==> config.mk <==
export PLATFORM = sky130hd
export DESIGN_NAME = ahb_slave_mux
export DESIGN_NICKNAME = d
export VERILOG_FILES = /design/src/rtl/ahb_slave_mux.sv
export SDC_FILE = /design/constraint.sdc
export NUM_CORES = 1
export LEC_CHECK = 0
export CORE_ASPECT_RATIO = 1.2
export CORE_MARGIN = 5
export CORE_UTILIZATION = 26
export CTS_CLUSTER_SIZE = 24
export DETAILED_ROUTE_END_ITERATION = 12
export PLACE_DENSITY = 0.87
export SLEW_MARGIN = 20
export SYNTH_ARGS = -nofsm -noshare
export SYNTH_HDL_FRONTEND = slang
export SYNTH_SLANG_ARGS = --single-unit
==> constraint.sdc <==
create_clock -name HCLK -period 1.85 [get_ports HCLK]
set_input_delay 0.4625 -clock HCLK [delete_from_list [all_inputs] [get_ports HCLK]]
set_output_delay 0.4625 -clock HCLK [all_outputs]
set_load 0.01 [all_outputs]
==> src/rtl/ahb_slave_mux.sv <==
// ahb_slave_mux
//   AHB-Lite response multiplexer plus built-in default slave.
//   The address-phase HSEL lines are registered into a one-hot data-phase
//   owner (dsel). The owner's HRDATA/HREADYOUT/HRESP are routed back to the
//   master. Unmapped NONSEQ/SEQ transfers get a two-cycle ERROR response
//   from the internal default slave.
//
// Ports
//   HCLK, HRESET              clock, synchronous active-high reset
//   HTRANS                    master transfer type
//   HSEL_1..HSEL_4            decoder selects (clint, plic, uart0, spi0)
//   HRDATA_n/HREADYOUT_n/HRESP_n   per-slave responses
//   HRDATA/HREADY/HRESP       muxed response to master (HREADY also to slaves)
module ahb_slave_mux #(
    parameter int DATA_WIDTH = 32
) (
    input  logic                  HCLK,
    input  logic                  HRESET,
    input  logic [1:0]            HTRANS,
    input  logic                  HSEL_1,
    input  logic                  HSEL_2,
    input  logic                  HSEL_3,
    input  logic                  HSEL_4,
    input  logic [DATA_WIDTH-1:0] HRDATA_1,
    input  logic [DATA_WIDTH-1:0] HRDATA_2,
    input  logic [DATA_WIDTH-1:0] HRDATA_3,
    input  logic [DATA_WIDTH-1:0] HRDATA_4,
    input  logic                  HREADYOUT_1,
    input  logic                  HREADYOUT_2,
    input  logic                  HREADYOUT_3,
    input  logic                  HREADYOUT_4,
    input  logic                  HRESP_1,
    input  logic                  HRESP_2,
    input  logic                  HRESP_3,
    input  logic                  HRESP_4,
    output logic [DATA_WIDTH-1:0] HRDATA,
    output logic                  HREADY,
    output logic                  HRESP
);

    typedef enum logic [1:0] {
        DS_IDLE,
        DS_ERR1,
        DS_ERR2
    } ds_state_t;

    // dsel = {dflt, s4, s3, s2, s1}
    logic [4:0] dsel;
    logic [4:0] dsel_next;
    logic       active;
    ds_state_t  ds_state;
    logic       ds_ready;
    logic       ds_resp;

    // NONSEQ or SEQ
    assign active = HTRANS inside {2'b10, 2'b11};

    // Lowest-index select wins; unmapped active transfers go to the default slave.
    always_comb begin
        dsel_next = '0;
        if (HSEL_1)      dsel_next[0] = 1'b1;
        else if (HSEL_2) dsel_next[1] = 1'b1;
        else if (HSEL_3) dsel_next[2] = 1'b1;
        else if (HSEL_4) dsel_next[3] = 1'b1;
        else if (active) dsel_next[4] = 1'b1;
    end

    // Owner only advances when the current data phase completes.
    always_ff @(posedge HCLK) begin
        if (HRESET) begin
            dsel <= '0;
        end else if (HREADY) begin
            dsel <= dsel_next;
        end
    end

    // Default slave: ERR1 (wait, ERROR) then ERR2 (ready, ERROR).
    // ERR2 completes the phase, so a new unmapped transfer can chain into ERR1.
    always_ff @(posedge HCLK) begin
        if (HRESET) begin
            ds_state <= DS_IDLE;
            ds_ready <= 1'b1;
            ds_resp  <= 1'b0;
        end else begin
            case (ds_state)
                DS_ERR1: begin
                    ds_state <= DS_ERR2;
                    ds_ready <= 1'b1;
                    ds_resp  <= 1'b1;
                end
                default: begin
                    if (HREADY && dsel_next[4]) begin
                        ds_state <= DS_ERR1;
                        ds_ready <= 1'b0;
                        ds_resp  <= 1'b1;
                    end else begin
                        ds_state <= DS_IDLE;
                        ds_ready <= 1'b1;
                        ds_resp  <= 1'b0;
                    end
                end
            endcase
        end
    end

    // Response mux; an empty dsel answers as a zero-wait OKAY.
    always_comb begin
        HRDATA = '0;
        HREADY = 1'b1;
        HRESP  = 1'b0;
        if (dsel[0]) begin
            HRDATA = HRDATA_1;
            HREADY = HREADYOUT_1;
            HRESP  = HRESP_1;
        end else if (dsel[1]) begin
            HRDATA = HRDATA_2;
            HREADY = HREADYOUT_2;
            HRESP  = HRESP_2;
        end else if (dsel[2]) begin
            HRDATA = HRDATA_3;
            HREADY = HREADYOUT_3;
            HRESP  = HRESP_3;
        end else if (dsel[3]) begin
            HRDATA = HRDATA_4;
            HREADY = HREADYOUT_4;
            HRESP  = HRESP_4;
        end else if (dsel[4]) begin
            HREADY = ds_ready;
            HRESP  = ds_resp;
        end
    end

endmodule

# == After elaboration in Yosys (flattened, before gate mapping) ==
# Index checks and enable logic that the tools add are counted.
# totals
register_bits,9
inputBits,144
wordCells,39
out_inout_bits,34
# op_classes
n_eq_ne,3
n_reduce_logical,3
n_mux,28
# op_table
operator,n
2-to-1 mux 32 bit,4
2-to-1 mux 1 bit,20
"== test 2 bit, second input constant",2
2-to-1 mux 2 bit,2
2-to-1 mux 4 bit,1
2-to-1 mux 3 bit,1
"== test 2 x 1 -> 1 bit, second input constant",1
nonzero test 2 bit,1
OR reduction 2 bit,1
logical AND 1 bit,1

# == Logic depth before layout (Yosys ltp) ==
# Gate-level depths: netlist of run 1.
# logic_depth
ltp_word,10
mapped_depth,6
ltp_nobuf,4

# == Worst setup path after synthesis of run 1 ==
# OpenSTA, ideal clock, no wires.
# synth_timing
path_kind,register to output
from,register dsel[1]
to,output port HRDATA[10]
path_slack_ns,0.156
required_ns,1.387
path_buffers,2
t_arrival_ns,1.232
path_stages_with_launch,5
cell_sequence,dfxtp_1 buf_2 clkbuf_1 a221oi_1 o31ai_1
# synth_via
elab_chain_len,2
# synth_lines
item,line_no,source
"start, declared",48,logic [4:0] dsel;
"start signal, assigned",73,dsel <= dsel_next;
2-to-1 mux 32 bit,115,end else if (dsel[1]) begin
2-to-1 mux 32 bit,111,if (dsel[0]) begin
"end, declared",36,"output logic [DATA_WIDTH-1:0] HRDATA,"
# Every way passes these cells.

# == Worst setup path in the final report of run 1 ==
# layout_timing
from,register dsel[3]
to,output port HRDATA[11]
# layout_via
elab_chain_len,4
# layout_lines
item,line_no,source
2-to-1 mux 32 bit,123,end else if (dsel[3]) begin
2-to-1 mux 32 bit,119,end else if (dsel[2]) begin
2-to-1 mux 32 bit,115,
2-to-1 mux 32 bit,111,
# Every way passes these cells.

==> results of run 1 <==
## timing repair
item / CTS / global route
gates cloned: 1 / 0
setup buffers: 10 / 7
setup endpoints to repair: 34 / 34
gates resized for setup: 190 / 36
hold endpoints to repair: 0 / 0
pin swaps: 17 / 11
## flip-flops by register name, summed over array words and instances, names as in the netlist
name / cells
ds_ready: 1
ds_resp: 1
ds_state: 2
dsel: 5
## cells in the final DEF, fill, tap and decap left out, types with 3 or more instances in the layout
cell / Yosys / layout
a221oi_1: 32 / 6
dfxtp_1: 9 / 5
dfxtp_2: 0 / 4
clkdlybuf4s50_1: 0 / 121
a221oi_2: 0 / 25
dlygate4sd2_1: 0 / 18
clkbuf_8: 0 / 3
a21oi_1: 5 / 4
o21ai_0: 5 / 3
dlymetal6s2s_1: 0 / 3
buf_12: 0 / 4
nor2b_1: 36 / 35
nand2b_1: 5 / 4
o31ai_1: 32 / 29
buf_2: 8 / 34
buf_6: 1 / 7
buf_4: 1 / 23
nand2_1: 35 / 35
o31ai_2: 1 / 3
## cell type report
type / instances / area [um2]
Inverter: 2 / 7.507
Multi-Input combinational cell: 166 / 1314
Tap cell: 62 / 77.57
Fill cell: 440 / 1658
Timing Repair Buffer: 212 / 1938
Sequential cell: 9 / 185.2
Clock buffer: 4 / 45.04
## routing by layer
metal	vias to the layer above	global-route usage, %	wire length [um]
li1	1151	-	-
met1	1077	22.91	3068
met3	13	5.300	511
met2	96	43.14	4781
met4	0	4.519	137
met5	-	0	0
## cell usage after synthesis
| cell | number | area, um2 |
|---|---|---|
| buf_6 | 1 | 11.26 |
| o21ai_0 | 5 | 25.02 |
| nand2_1 | 35 | 131.4 |
| mux2i_1 | 2 | 20.02 |
| a221oi_1 | 32 | 280.3 |
| buf_4 | 1 | 7.510 |
| clkbuf_1 | 15 | 56.30 |
| nand3b_1 | 1 | 7.510 |
| inv_1 | 2 | 7.510 |
| nor3b_1 | 2 | 15.01 |
| nand3_1 | 2 | 10.01 |
| a21oi_1 | 5 | 25.02 |
| nor2b_1 | 36 | 225.2 |
| buf_2 | 8 | 40.04 |
| o31ai_2 | 1 | 12.51 |
| o31ai_1 | 32 | 240.2 |
| dfxtp_1 | 9 | 180.2 |
| o211ai_1 | 1 | 7.510 |
| nor4_1 | 1 | 6.260 |
| and3b_1 | 1 | 8.760 |
| mux2_2 | 1 | 11.26 |
| nor2_1 | 2 | 7.510 |
| nand2b_1 | 5 | 31.28 |
| a31o_1 | 1 | 8.760 |
| o21a_1 | 1 | 7.510 |
## power groups by stage
stage | Sequential (W) | Clock (W) | Combinational (W)
after floorplan | 0.000206 | 0 | 0.000247
after global placement | 0.000213 | 0 | 0.000758
after detailed placement | 0.000213 | 0 | 0.000774
after CTS | 0.000211 | 0.000235 | 0.000744
after global routing | 0.000212 | 0.000248 | 0.000811
final | 0.000211 | 0.000233 | 0.000762
## worst max-delay path, delay by kind of cell (launching register included)
family	cells	cell delay (ps)
DFF	1	320
AOI/OAI and AO/OA	2	300
buffers and inverters	4	510
and+or+nand+nor	1	170
## cell families (layout without fill, tap and decap cells)
kind of cell / after synthesis / in the layout
flip-flops: 9 / 9
buffers and inverters: 27 / 218
AO/OA/AOI/OAI: 78 / 78
multiplexers: 3 / 3
AND/OR/NAND/NOR: 85 / 85
## worst min-delay path by stage
| stage | from | to | cells after the start |
|---|---|---|---|
| 6_report | ds_state[0]$_SDFF_PP0_ | ds_state[1]$_SDFF_PP0_ | 2 |
| 5_1_grt | dsel[4]$_SDFFE_PP0P_ | dsel[4]$_SDFFE_PP0P_ | 2 |
| 4_1_cts | dsel[4]$_SDFFE_PP0P_ | dsel[4]$_SDFFE_PP0P_ | 2 |
| 3_5_place_dp | dsel[4]$_SDFFE_PP0P_ | dsel[4]$_SDFFE_PP0P_ | 2 |
| 3_3_place_gp | dsel[4]$_SDFFE_PP0P_ | dsel[4]$_SDFFE_PP0P_ | 2 |
| 2_1_floorplan | dsel[4]$_SDFFE_PP0P_ | dsel[4]$_SDFFE_PP0P_ | 2 |
## metrics by stage
| stage | power, W | utilization [%] | std cells | hold WS (ps) |
|---|---|---|---|---|
| finish | 0.001206 | 68.27 | 455 | 502.6 |
| global route | 0.001271 | 68.27 | 455 | 538.7 |
| CTS | 0.001190 | 66.31 | 449 | 500.1 |
| detailed placement | 0.0009872 | 63.27 | 434 | 494.5 |
| global placement | 0.0009710 | 63.27 | 434 | 473.3 |
| floorplan | 0.0004524 | - | 202 | 457.9 |
==> metrics.cfg, run 1 <==
[placement]
place_area_um2=3306
place.gp.congestion=0.8136
port_buffers=176
post-place-ws_ps=-511.5
hpwl_mm=6.127

[global_route]
grt_max_degree=35
grt_pass1_vias=2314
grt_usage_pct=21.91
grt_pass1_wl_mm=12.45
grt_overflow=0
antenna_found_initial=0

[synthesis]
yosys.cell_types.count=25
synth-adder-area-share_pct=0
yosys.area_share.simple_pct=32.01
synth_top_family_by_area=compound AO/OA/AOI/OAI gates
syn_area_um2=1384
synthesis.nets=346
syn_avg_cell_area_um2=6.851
ys_ff_latch=9
syn_inst=202
synth_compound_area_share_pct=43.85
yosysWarnings=0
synth_mux_area_share_pct=2.260
synthXorXnorAreaFrac_pct=0
synth_seq_area_share_pct=13.02

[die]
coreArea_um2=5225
die_x_um=76.60
start_util_pct=26.48
pin_count=178
die-height_um=89.92
dieArea_um2=6888
rows=29

[sta]
setup_tns_ps=-2425
hold_viol_final=0
skew_ps=1.764
fmax_mhz=495.0
fin_ws_ps=-170.0
slew-limit-headroom_pct=71.66
finalCritPeriodShare_pct=109.2
rsz0062_at_grt=true
setup_viol=32
tightest_slew_ps=421.3
min_period_ps=2020
maxSlewViolCount=0

[job]
cap_violations=0

[run_status]
status=finished with violations
violations=negative setup slack

[route]
drt_iter0_drc=88
ant_nets=0
wirelength_mm=8.499
routed_via_density=5.136
wl_per_cell_um=18.68
drtPass1Iterations=4
vias=2337
drc=0

[clock_tree]
cts_tree=built
clk_pin_slew_ps=40
root_buffer=clkbuf_8
htreeDepth=1
cts_buffer_depth=2
clock-sinks=9
clock_latency_ps=240
numCtsBuffers=3
cts_hold_buffers=0

[worst_setup_path]
start_kind=flop
critical_path_class=flop to output port
r2r_end=dsel[4]$_SDFFE_PP0P_
crit_slowest_cell=dfxtp_2
cp-endpoint=HRDATA[11]
rrSetupSlack_ps=240
cp_slowest_stage_delay_ps=320
crit_fanout=8
end_kind=output port
r2r-start=dsel[2]$_SDFFE_PP0P_
r2r_cells=7
cp_data_required_time_ps=1390
critPathMostFrequentCell=buf_6
crit_arrival_ps=1560
critPathLaunch=dsel[3]$_SDFFE_PP0P_
cp_cell_sequence=nor2b_4, buf_8, buf_6, buf_6, a221oi_2, o31ai_1, buf_2

[cells_and_area]
area_growth_pct=157.8
num_antenna_cells=0
nets=538
fin_area_um2=3567
drive_gt1_share_pct=28.50

[power_and_ir_drop]
combPwrFrac_pct=63.2
p_per_area_nw_per_um2=338.0
p_seq_share_pct=17.5
clkPwrFrac_pct=19.3
switching_power_w=0.0003913
ir_worst_vdd_v=0.0003640
switching_share_pct=32.45
leakage_nw=1.468
p_int_w=0.0008146

[worst_hold_path]
hold_path.class=flop to flop

No activity file was read; power rests on OpenSTA's default activity.
==> run 2, diff against run 1 <==
Settings changed: HOLD_SLACK_MARGIN set to 0.15.
==> results of run 2 <==
Final layout, timing and power as in run 1 (identical DEF).
